### src/rtl/bist_full_adder_ctrl.sv
// BIST controller for a 1-bit full adder CUT: exhaustive pattern generation and response check.
// Optional first-failure capture is built when BIST_FAIL_CAPTURE_EN is defined.
module bist_full_adder_ctrl #(
    parameter int unsigned NUM_PATTERNS = 8
) (
    input  logic       clk,
    input  logic       rst,
    input  logic       start,
    output logic       tpg_a,
    output logic       tpg_b,
    output logic       tpg_cin,
    input  logic       cut_sum,
    input  logic       cut_cout,
    output logic       busy,
    output logic       done,
    output logic       pass,
    output logic [3:0] fail_count
`ifdef BIST_FAIL_CAPTURE_EN
    ,
    output logic       first_fail_valid,
    output logic [2:0] first_fail_pat,
    output logic [1:0] first_fail_resp
`endif
);

    typedef enum logic [1:0] {
        IDLE = 2'd0,
        RUN  = 2'd1,
        DONE = 2'd2
    } state_t;

    localparam logic [2:0] LAST_PAT = 3'(NUM_PATTERNS - 1);

    state_t     state_q;
    logic [2:0] pat_q;
    logic [2:0] tpg_q;
    logic       busy_q;
    logic       done_q;
    logic       pass_q;
    logic [3:0] fail_q;
    logic [3:0] fail_d;
    logic       exp_sum;
    logic       exp_cout;
    logic       mismatch;

`ifdef BIST_FAIL_CAPTURE_EN
    logic       ffv_q;
    logic [2:0] ffpat_q;
    logic [1:0] ffresp_q;
`endif

    // Golden full adder evaluated on the pattern currently driven to the CUT
    always_comb begin
        exp_sum  = pat_q[2] ^ pat_q[1] ^ pat_q[0];
        exp_cout = (pat_q[2] & pat_q[1]) | (pat_q[0] & (pat_q[2] ^ pat_q[1]));
        mismatch = (cut_sum != exp_sum) || (cut_cout != exp_cout);
        fail_d   = fail_q;
        if (mismatch && (fail_q != 4'd8)) begin
            fail_d = fail_q + 4'd1;
        end
    end

    always_ff @(posedge clk or posedge rst) begin
        if (rst) begin
            state_q  <= IDLE;
            pat_q    <= 3'd0;
            tpg_q    <= 3'd0;
            busy_q   <= 1'b0;
            done_q   <= 1'b0;
            pass_q   <= 1'b0;
            fail_q   <= 4'd0;
`ifdef BIST_FAIL_CAPTURE_EN
            ffv_q    <= 1'b0;
            ffpat_q  <= 3'd0;
            ffresp_q <= 2'b00;
`endif
        end else begin
            unique case (state_q)
                IDLE, DONE: begin
                    if (start) begin
                        state_q  <= RUN;
                        pat_q    <= 3'd0;
                        tpg_q    <= 3'd0;
                        busy_q   <= 1'b1;
                        done_q   <= 1'b0;
                        pass_q   <= 1'b0;
                        fail_q   <= 4'd0;
`ifdef BIST_FAIL_CAPTURE_EN
                        ffv_q    <= 1'b0;
                        ffpat_q  <= 3'd0;
                        ffresp_q <= 2'b00;
`endif
                    end
                end
                RUN: begin
                    fail_q <= fail_d;
`ifdef BIST_FAIL_CAPTURE_EN
                    if (mismatch && !ffv_q) begin
                        ffv_q    <= 1'b1;
                        ffpat_q  <= pat_q;
                        ffresp_q <= {cut_sum, cut_cout};
                    end
`endif
                    if (pat_q == LAST_PAT) begin
                        state_q <= DONE;
                        pat_q   <= 3'd0;
                        tpg_q   <= 3'd0;
                        busy_q  <= 1'b0;
                        done_q  <= 1'b1;
                        pass_q  <= (fail_d == 4'd0);
                    end else begin
                        pat_q <= pat_q + 3'd1;
                        tpg_q <= pat_q + 3'd1;
                    end
                end
                default: begin
                    state_q <= IDLE;
                end
            endcase
        end
    end

    assign {tpg_a, tpg_b, tpg_cin} = tpg_q;
    assign busy       = busy_q;
    assign done       = done_q;
    assign pass       = pass_q;
    assign fail_count = fail_q;

`ifdef BIST_FAIL_CAPTURE_EN
    assign first_fail_valid = ffv_q;
    assign first_fail_pat   = ffpat_q;
    assign first_fail_resp  = ffresp_q;
`endif

endmodule

### config.mk
export PLATFORM = sky130hd
export DESIGN_NAME = bist_full_adder_ctrl
export DESIGN_NICKNAME = d
export VERILOG_FILES = /design/src/rtl/bist_full_adder_ctrl.sv
export SDC_FILE = /design/constraint.sdc
export NUM_CORES = 1
export LEC_CHECK = 0
export ABC_AREA = 1
export CAP_MARGIN = 30
export CORE_MARGIN = 5
export CORE_UTILIZATION = 48
export DETAILED_ROUTE_END_ITERATION = 16
export PLACE_DENSITY = 0.76
export SKIP_CTS_REPAIR_TIMING = 1
export SLEW_MARGIN = 30
export SYNTH_ARGS = -nofsm -noshare
export SYNTH_HDL_FRONTEND = slang
export SYNTH_SLANG_ARGS = --single-unit
### constraint.sdc
create_clock -name clk -period 1.7 [get_ports clk]
set_input_delay 0.34 -clock clk [delete_from_list [all_inputs] [get_ports clk]]
set_output_delay 0.34 -clock clk [all_outputs]
set_load 0.005 [all_outputs]
# ---- Word level (Yosys, flattened, before mapping)
# Index checks and enable logic that the tools add are counted.
dict set report op_classes {
  bitwise_logic 5
  n_eq_ne 8
  muxes 17
  addsub 2
  reduce_logical 9
}
# operator n
set ops {}
lappend ops {{$mux W4} 2}
lappend ops {{$pmux W4 S2} 1}
lappend ops {{$mux W3} 2}
lappend ops {{$pmux W1 S2} 3}
lappend ops {{$pmux W3 S2} 1}
lappend ops {{$mux W1} 5}
lappend ops {{$add A4 B1 Y4 const B} 1}
lappend ops {{$logic_not A4 Y1} 1}
lappend ops {{$mux W2} 2}
lappend ops {{$ne A2 B2 Y1 const B} 2}
lappend ops {{$ne A4 B4 Y1 const B} 1}
lappend ops {{$pmux W2 S2} 1}
lappend ops {{$reduce_and A2 Y1} 2}
lappend ops {{$add A3 B1 Y3 const B} 1}
lappend ops {{$eq A3 B3 Y1 const B} 1}
lappend ops {{$reduce_and A3 Y1} 1}
lappend ops {{$and A1 B1 Y1} 2}
lappend ops {{$eq A2 B1 Y1 const B} 1}
lappend ops {{$eq A2 B2 Y1 const B} 1}
lappend ops {{$logic_not A2 Y1} 1}
lappend ops {{$ne A1 B1 Y1} 2}
lappend ops {{$reduce_bool A2 Y1} 1}
lappend ops {{$reduce_or A2 Y1} 1}
lappend ops {{$xor A1 B1 Y1} 2}
lappend ops {{3 further kinds} 3}
dict set report totals {
  word_cells 47
  in_bits 5
  out_inout_bits 10
  register_bits 12
}

# ---- Longest topological paths before layout
# Gate-level depths: netlist of the first run.
dict set report depth {
  ltp_word 10
  mapped_depth 12
}

# ---- Least setup slack after synthesis of the first run
# Ideal clock, no wire load.
dict set report synth_timing {
  kind {flip-flop to flip-flop}
  startpoint {reg tpg_q[2] (netlist name)}
  endpoint {reg pass_q, in the netlist pass}
  path_stages_with_launch 12
  path_buffers 0
  required_time_ns 1.584
  slack_ns 0.061
  arrival_ns 1.522
  cell_sequence {dfrtp_1 > inv_1 > fa_1 > inv_1 > nand2_1 > nand2_2 > nand2_4 > nand3_1 > o21ai_0 > nor2_1 > nand2_1 > nand2_1}
}
# item line
set synth_rtl {}
lappend synth_rtl {{end signal: assignment} 110} ;# pass_q <= (fail_d == 4'd0);
lappend synth_rtl {{end: declaration} 39} ;# logic pass_q;

==> flow_summary_export.csv, run 1 <==
group,metric,value,unit
power,p_comb_share,60.3,%
floorplanning,io_pins,15,
timing,rsz0062_at_grt,"true",
power,switchingPower,0.000832,W
timing,setup_viol,1,
route,antenna_left,0,
logic_synthesis,async_flop_share,100,%
setup_path,worst_path_most_repeated_cell,"nand2_1",
placement,dp_slack,2.15,ps
power,switching_share,44.1,%
route,vias,661,
layout,fin_nets,125,
logic_synthesis,yosys_warnings,0,
timing,clock.fmax,581,MHz
placement,io_buffers,14,
floorplanning,die_x,48.5,um
route,post-route-drc-count,0,
timing,finalHoldViolations,0,
setup_path,arrival,1930,ps
cts,cts_tree,"yes",
setup_path,crit_fanout,6,
power,power_frac_clock,12.4,%
logic_synthesis,syn-num-nets,101,
floorplanning,std_cell_rows,13,
outcome,violations,"negative setup slack",
timing,timing.setup.tns,-21.0,ps
cts,cts.sinks,12,
logic_synthesis,syn-instance-count,91,
power,cell_internal_pwr,0.00106,W
cts,clk_pin_slew_worst_paths,80,ps
timing,clock_skew,8.51,ps
logic_synthesis,yosys.area.top_type_share,42.3,%
layout,postLayoutCellArea,962,sq um
cts,cts_root_buf,"clkbuf_4",
power,power_frac_seq,27.3,%
layout,fillers,108,
logic_synthesis,synthTopCellsByArea,"dfrtp_1 (42%), nand2_1 (15%), inv_1 (9.0%), ha_1 (7.0%), nand3_1 (5.6%)",
worst_hold_path,hold_class,"in -> async",
logic_synthesis,post_synth_instance_area,711,sq um
timing,worst_slew_pin_slew,472,ps
setup_path,critical_path.max_stage_delay,550,ps
cts,numCtsBuffers,3,
setup_path,critPathRequiredTime,1910,ps
route,wire_per_inst,12.2,um
power,peakVddDrop,1.12,mV
placement,place_area,892,sq um
timing,slew_viol_final,0,
setup_path,cp-start-kind,"flop",
setup_path,r2r_end,"pass$_DFFE_PP0P_",
setup_path,ff2ff_path_depth,12,
cts,h-tree-depth,1,
setup_path,cp-end-kind,"flop",
global_routing,overflow,0,
logic_synthesis,ys_types,15,
outcome,status,"complete, but fails checks",
setup_path,ff2ff_setup_slack,-20,ps
route,drt_wl_total,1580,um
layout,antennaDiodeCount,0,
floorplanning,die_h,48.5,um
logic_synthesis,yosysMostFrequentCell,"nand2_1",
logic_synthesis,yosysTopAreaCell,"dfrtp_1",
layout,drive_gt1_share,17.5,%
layout,synthToLayoutAreaGrowth,35.4,%
floorplanning,initial_utilization,52.6,%
logic_synthesis,synth_ff_type,"dfrtp_1",
floorplanning,core_region_area,1350,sq um
timing,worst_slack,-21.0,ps
global_routing,grt_pass1_vias,582,
timing,period_share,101,%
cts,insertion_delay,280,ps
placement,hpwlAfterDp,1120,um
setup_path,critical_path_class,"reg -> reg",
placement,gp_congestion,0.856,
timing,period_needed,1720,ps
logic_synthesis,synth-seq-cells,12,
setup_path,slowest_stage,"fa_1",
power,design_power_total,0.00189,W
global_routing,grt_pass1_wl,2510,um
logic_synthesis,syn_avg_cell_area,7.81,sq um
logic_synthesis,seq_area_frac_synth,42.3,%
route,firstDrtPassIters,4,
flow_run,drv_cap,0,
setup_path,path_cells,"inv_2 > fa_1 > inv_1 > nand2_1 > nand2_2 > nand2_4 > nand2_4 > nand2_1 > nand2_1 > nor2_1 > nand2_1 > nand2_1",
power,power.density,1960,nW/um^2
setup_path,crit_buf_inv,2,
logic_synthesis,synth_edf_count,0,
setup_path,r2r_start,"tpg_q[2]$_DFFE_PP0P_",
global_routing,grt_max_degree,13,
cts,cts_buffer_depth,2,
timing,whs,363,ps
logic_synthesis,synth_common_cells,"nand2_1 (29), inv_1 (17), dfrtp_1 (12), nand3_1 (8), o21ai_0 (8)",
route,viasPerCell,5.12,
floorplanning,dieArea,2350,sq um
route,dr.first_iter.drc_count,26,
global_routing,grt_usage,13.1,%
power,p_leak,0.517,nW
global_routing,antenna_found_initial,0,
timing,maxSlewHeadroom,68.5,%
setup_path,path_delay_family,"simple AND/OR/NAND/NOR gates",
-- routing by layer --
layer  part of all wire [%]  global-route usage [%]
met1                     43                    17.4
met2                     50                    20.4
met3                    6.0                    3.06
met4                    1.8                    5.38
met5                      0                       0
-- power groups by stage --
stage / registers [W] / clock network, W / logic, W
2_1_floorplan: 0.000520 / 0 / 0.000633
3_3_place_gp: 0.000505 / 0 / 0.00102
3_5_place_dp: 0.000514 / 0 / 0.00105
4_1_cts: 0.000509 / 0.000235 / 0.00106
5_1_grt: 0.000534 / 0.000251 / 0.00129
6_report: 0.000516 / 0.000233 / 0.00114
-- per-stage QoR --
stage	utilization, %	cells
after floorplan	-	91
after global placement	66.1	123
after detailed placement	66.1	123
after CTS	68.8	127
after global routing	71.3	129
final	71.3	129
-- placed cells by master, fill, tap and decap left out --
master	n
o21ai_0	4
nand4_1	1
fa_1	1
buf_4	5
clkbuf_4	3
ha_1	4
o21ai_1	3
clkbuf_8	1
clkdlybuf4s50_1	13
inv_1	16
nand2_4	2
nand3_1	7
o21ai_2	1
inv_2	2
nor2_2	1
nor2_1	3
o31ai_1	1
xor2_1	1
nand3_4	1
nand3_2	1
nand2_2	3
dlymetal6s2s_1	1
dfrtp_1	12
nand2_1	27
-- sequential cells by signal (all words and copies together), names as in the netlist --
signal	count
busy	1
tpg_q	3
pass	1
done	1
fail_count	4
state_q	2
-- cell families after synthesis --
logic type	synth area share, %
compound gates	6.69
xor+xnor	1.23
flops	42.3
simple gates	30.5
fa+ha+maj	9.86
buf+inv	9.51
-- final cells by class --
cell class / instances / area (sq um) / share of cell area (%)
multi-input cells: 61 / 359 / 37.3
repair buffers: 19 / 180 / 18.7
flip-flops and latches: 12 / 300 / 31.2
clock buffers: 4 / 36.3 / 3.77
inverters: 18 / 67.6 / 7.02
well taps: 15 / 18.8 / 1.95
-- how the worst max path moves through the flow --
| stage | startpoint | endpoint | slack, ps | depth (start not counted) |
|---|---|---|---|---|
| 2_1_floorplan | tpg_q[2]$_DFFE_PP0P_ | pass$_DFFE_PP0P_ | 60 | 11 |
| 3_3_place_gp | tpg_q[1]$_DFFE_PP0P_ | pass$_DFFE_PP0P_ | 40 | 10 |
| 3_5_place_dp | tpg_q[1]$_DFFE_PP0P_ | pass$_DFFE_PP0P_ | 2 | 10 |
| 4_1_cts | tpg_q[1]$_DFFE_PP0P_ | pass$_DFFE_PP0P_ | -30 | 10 |
| 5_1_grt | tpg_q[2]$_DFFE_PP0P_ | pass$_DFFE_PP0P_ | -160 | 12 |
| 6_report | tpg_q[2]$_DFFE_PP0P_ | pass$_DFFE_PP0P_ | -20 | 12 |
No activity file was read; power rests on OpenSTA's default activity.
==> run 2: changes to the inputs <==
--- a/config.mk
+++ b/config.mk
@@ -7,9 +7,10 @@
 export LEC_CHECK = 0
 export ABC_AREA = 1
 export CAP_MARGIN = 30
-export CORE_MARGIN = 5
+export CORE_MARGIN = 8
 export CORE_UTILIZATION = 48
 export DETAILED_ROUTE_END_ITERATION = 16
+export MAX_ROUTING_LAYER = met4
 export PLACE_DENSITY = 0.76
 export SKIP_CTS_REPAIR_TIMING = 1
 export SLEW_MARGIN = 30
==> run 2 against run 1 <==
Net effect:
- the flow still finishes with violations (negative setup slack)
- clock power barely moved
- sequential share of layout area rose by 0.49 points
- sequential cell count unchanged
- count of clock-buffer cells in the layout stayed put
- hold slack better by 0.65 ps
- critical endpoint unchanged
- highest routed layer unchanged
==> flow_summary_export.csv, run 2 (same netlist as run 1, synthesis figures left out) <==
group,metric,value,unit
global_routing,grtUsageMet1,13.1,%
layout,mostFrequentLayoutCells,"nand2_1 (28), inv_1 (16), clkdlybuf4s50_1 (13), dfrtp_1 (12), nand3_1 (7)",
outcome,violations,"negative setup slack",
layout,drive_gt1_share,14.2,%
setup_path,critPathRequiredTime,1870,ps
timing,period_needed,1710,ps
floorplanning,core_region_area,1450,sq um
setup_path,r2r_start,"tpg_q[0]$_DFFE_PP0P_",
global_routing,grt_usage,11.2,%
layout,multi_input_area,350,sq um
flow_run,drv_cap,0,
timing,worst_slack,-5.38,ps
timing,maxSlewHeadroom,69.9,%
setup_path,crit_fanout,6,
cts,cts.sinks,12,
floorplanning,die_h,54.5,um
global_routing,antenna_found_initial,0,
placement,hpwlAfterDp,1140,um
route,dr.first_iter.drc_count,13,
cts,cts_buffer_depth,2,
layout,fin_util,65.1,%
layout,final_common_cell,"nand2_1",
layout,antennaDiodeCount,0,
cts,clk_pin_slew_worst_paths,80,ps
layout,fillers,131,
floorplanning,io_pins,15,
route,drt_wl_total,1460,um
layout,largest_register_ffs,4,
cts,cts_root_buf,"clkbuf_4",
setup_path,arrival,1880,ps
timing,clock_skew,2.74,ps
timing,slew_viol_final,0,
route,firstDrtPassIters,4,
cts,numCtsBuffers,3,
route,post-route-drc-count,0,
layout,fin_nets,124,
route,vias,637,
floorplanning,initial_utilization,48.9,%
global_routing,grt_pass1_wl,2370,um
power,power.density,1920,nW/um^2
floorplanning,die_x,54.5,um
timing,timing.setup.tns,-5.38,ps
global_routing,grt_max_degree,13,
layout,synthToLayoutAreaGrowth,33.3,%
timing,period_share,100,%
cts,insertion_delay,280,ps
placement,gp_congestion,0.834,
global_routing,use_met2,17.4,%
timing,setup_viol,1,
global_routing,overflow,0,
worst_hold_path,hold_class,"in -> async",
setup_path,critical_path_class,"reg -> reg",
route,wire_per_inst,11.3,um
global_routing,top_usage_layer,"met2",
timing,finalHoldViolations,0,
route,antenna_left,0,
floorplanning,dieArea,2970,sq um
global_routing,grt_pass1_vias,617,
setup_path,cp-end-kind,"flop",
power,peakVddDrop,1.02,mV
power,p_leak,0.511,nW
route,viasPerCell,4.94,
layout,seqCellArea,300,sq um
setup_path,cp-start-kind,"flop",
placement,io_buffers,14,
setup_path,cp-startpoint,"tpg_q[0]$_DFFE_PP0P_",
outcome,status,"complete, but fails checks",
cts,cts_tree,"yes",
timing,worst_slew_pin_slew,451,ps
timing,clock.fmax,586,MHz
cts,h-tree-depth,1,
timing,rsz0062_at_grt,"true",
floorplanning,std_cell_rows,14,
global_routing,met3_usage,2.45,%
## run 2: cell count changes in the layout (fill, tap and decap cells not counted)
cell	delta
buf_4	-1
nand2_2	-1
nor2_1	+1
nand2_1	+1
o21ai_0	+1
o21ai_2	-1
nor2_2	-1
## run 2: path summary, 6_finish.rpt
path | endpoint | slack (ps) | cells after the start
min in group clk | busy$_DFFE_PP0P_ | 480 | 2
min reg2reg | busy$_DFFE_PP0P_ | 480 | 2
min | tpg_q[0]$_DFFE_PP0P_ | 360 | 2
max reg2reg | pass$_DFFE_PP0P_ | -5 | 11
max | pass$_DFFE_PP0P_ | -5 | 11
max in group asynchronous | state_q[1]$_DFFE_PP0P_ | 1030 | 2
## run 2: where the power goes
part	leakage (nW)	internal [W]	switching, W
Combinational	0.341	0.000496	0.000583
Clock	0.0210	0.000130	0.000102
Sequential	0.149	0.000407	0.000102
## run 2: area by class of cell
type	instances	area share, %
repair buffers	18	18.2
inverters	18	7.13
flip-flops and latches	12	31.7
clock buffers	4	3.83
well taps	16	2.11
multi-input cells	61	37.0
## run 2: worst max-delay path, stage by stage (launching register included)
cell and delay, ps:
dfrtp_1 360, inv_2 50, fa_1 560, inv_1 40, nand2_1 60, nand2_2 70
nand2_4 100, nand3_1 70, o21ai_1 120, nor2_1 60, nand2_1 70, nand2_1 40
## run 2: stage by stage
stage	power (W)	area (sq um)	setup slack [ps]	hold WS [ps]	std cells
2_1_floorplan	0.00115	711	61.3	205	91
3_3_place_gp	0.00153	893	27.9	456	124
3_5_place_dp	0.00156	893	-47.6	472	124
4_1_cts	0.00180	930	-64.6	384	128
5_1_grt	0.00200	947	-130	421	129
6_report	0.00182	947	-5.38	364	129
## run 2: layer usage
| metal | up-vias | share of wire (%) |
|---|---|---|
| li1 | 327 | - |
| met1 | 292 | 43 |
| met2 | 13 | 50 |
| met3 | 5 | 4.4 |
| met4 | 0 | 2.3 |
| met5 | - | 0 |
==> run 3: changes to the inputs <==
--- a/config.mk
+++ b/config.mk
@@ -8,10 +8,12 @@
 export ABC_AREA = 1
 export CAP_MARGIN = 30
 export CORE_MARGIN = 8
-export CORE_UTILIZATION = 48
+export CORE_UTILIZATION = 52
+export CTS_CLUSTER_DIAMETER = 120
 export DETAILED_ROUTE_END_ITERATION = 16
+export DONT_BUFFER_PORTS = 1
 export MAX_ROUTING_LAYER = met4
-export PLACE_DENSITY = 0.76
+export PLACE_DENSITY = 0.67
 export SKIP_CTS_REPAIR_TIMING = 1
 export SLEW_MARGIN = 30
 export SYNTH_ARGS = -nofsm -noshare
==> run 3 against run 2 <==
Net effect:
- the flow now finishes without violations
- clock skew about the same
- sequential power is 4.7% higher
- global-route usage grew 0.64 points
- sequential share of layout area rose by 4.8 points
- routed wire length decreased by 2.9%
- via count is 8.3% lower
- largest power group unchanged
- count of clock-buffer cells in the layout is the same
- core utilization is 1.2 points lower
- maximum frequency up 2.2%
- non-clock buffer count shrank 13
==> flow_summary_export.csv, run 3 (same netlist as run 1, synthesis figures left out) <==
group,metric,value,unit
global_routing,overflow,0,
layout,fin_util,64.0,%
cts,cts_tree,"yes",
floorplanning,core_region_area,1280,sq um
timing,slew_viol_final,0,
timing,worst_slew_pin_slew,453,ps
timing,worst_slack,30.9,ps
timing,whs,160,ps
route,post-route-drc-count,0,
setup_path,critical_path_class,"reg -> reg",
setup_path,crit_fanout,6,
layout,synthToLayoutAreaGrowth,15.7,%
layout,antennaDiodeCount,0,
timing,maxSlewHeadroom,69.7,%
setup_path,critPathRequiredTime,1920,ps
timing,timing.setup.tns,0,ps
floorplanning,dieArea,2810,sq um
layout,postLayoutCellArea,822,sq um
cts,h-tree-depth,1,
global_routing,grt_usage,11.8,%
cts,clk_pin_slew_worst_paths,70,ps
layout,fillers,116,
route,vias,584,
placement,hpwlAfterDp,1080,um
outcome,status,"completed",
cts,numCtsBuffers,3,
timing,clock.fmax,599,MHz
route,viasPerCell,5.08,
route,wire_per_inst,12.3,um
cts,cts_buffer_depth,2,
placement,dp_slack,-2.96,ps
global_routing,grt_max_degree,13,
worst_hold_path,hold_class,"in -> reg",
route,drt_wl_total,1420,um
timing,clock_skew,3.22,ps
cts,cts_root_buf,"clkbuf_4",
power,p_leak,0.451,nW
placement,io_buffers,0,
placement,gp_congestion,0.773,
timing,period_share,98.2,%
layout,largest_register_ffs,4,
route,firstDrtPassIters,6,
layout,final_common_cell,"nand2_1",
layout,mostFrequentLayoutCells,"nand2_1 (27), inv_1 (16), dfrtp_1 (12), nand3_1 (7), o21ai_0 (5)",
timing,rsz0062_at_grt,"true",
setup_path,cp-start-kind,"flop",
layout,drive_gt1_share,19.0,%
power,power.density,2020,nW/um^2
cts,insertion_delay,270,ps
timing,setup_viol,0,
layout,multi_input_area,359,sq um
global_routing,grt_pass1_vias,607,
global_routing,antenna_found_initial,0,
placement,place_area,752,sq um
floorplanning,die_x,53.0,um
flow_run,drv_cap,0,
floorplanning,std_cell_rows,13,
route,dr.first_iter.drc_count,5,
cts,cts.sinks,12,
layout,fin_nets,111,
timing,period_needed,1670,ps
power,peakVddDrop,0.989,mV
global_routing,grt_pass1_wl,2480,um
route,antenna_left,0,
setup_path,cp-end-kind,"flop",
timing,finalHoldViolations,0,
floorplanning,die_h,53.0,um
floorplanning,initial_utilization,55.3,%
layout,seqCellArea,300,sq um
setup_path,arrival,1880,ps
floorplanning,io_pins,15,
[run 3: layer usage]
metal / part of all wire [%] / GRT usage [%]
met3: 12 / 6.72
met1: 41 / 13.4
met5: 0 / -
met2: 47 / 18.4
met4: 0 / 1.29
[run 3: final timing paths]
kind                       depth (start not counted)  slack, ps                   start                        end
min reg2reg                                        1        490  state_q[0]$_DFFE_PP0P_     state_q[1]$_DFFE_PP0P_
max reg2reg                                       12         30    tpg_q[0]$_DFFE_PP0P_           pass$_DFFE_PP0P_
max in group asynchronous                          2        870                     rst       tpg_q[2]$_DFFE_PP0P_
max                                               12         30    tpg_q[0]$_DFFE_PP0P_           pass$_DFFE_PP0P_
min                                                1        160                   start     state_q[1]$_DFFE_PP0P_
min in group asynchronous                          2        510                     rst  fail_count[2]$_DFFE_PP0P_
[run 3: final cells by class]
type,instances,share of cell area (%)
Sequential cell,12,36.5
Multi-Input combinational cell,61,43.7
Timing Repair Buffer,5,4.87
Inverter,18,8.22
Clock buffer,4,4.41
Tap cell,15,2.28
[run 3: worst max-delay path, cell delays in order, from the launching register on]
cell and delay [ps]:
dfrtp_1 360, inv_2 50, fa_1 550, inv_1 40, nand2_1 70, nand2_2 60, nand2_4 100, nand2_4 60
nand2_2 60, nand3_2 50, nor2_1 100, nand2_1 50, nand2_1 60
[run 3: metrics by stage]
stage | total power [W] | cells
3_3_place_gp | 0.00134 | 109
4_1_cts | 0.00160 | 113
2_1_floorplan | 0.00115 | 91
5_1_grt | 0.00186 | 115
6_report | 0.00166 | 115
3_5_place_dp | 0.00137 | 109
[run 3: report_power, final]
group	switching [W]	total, W	internal [W]
logic	0.000547	0.000902	0.000355
clock network	0.0000933	0.000223	0.000130
registers	0.000126	0.000533	0.000407
total	0.000766	0.00166	0.000892
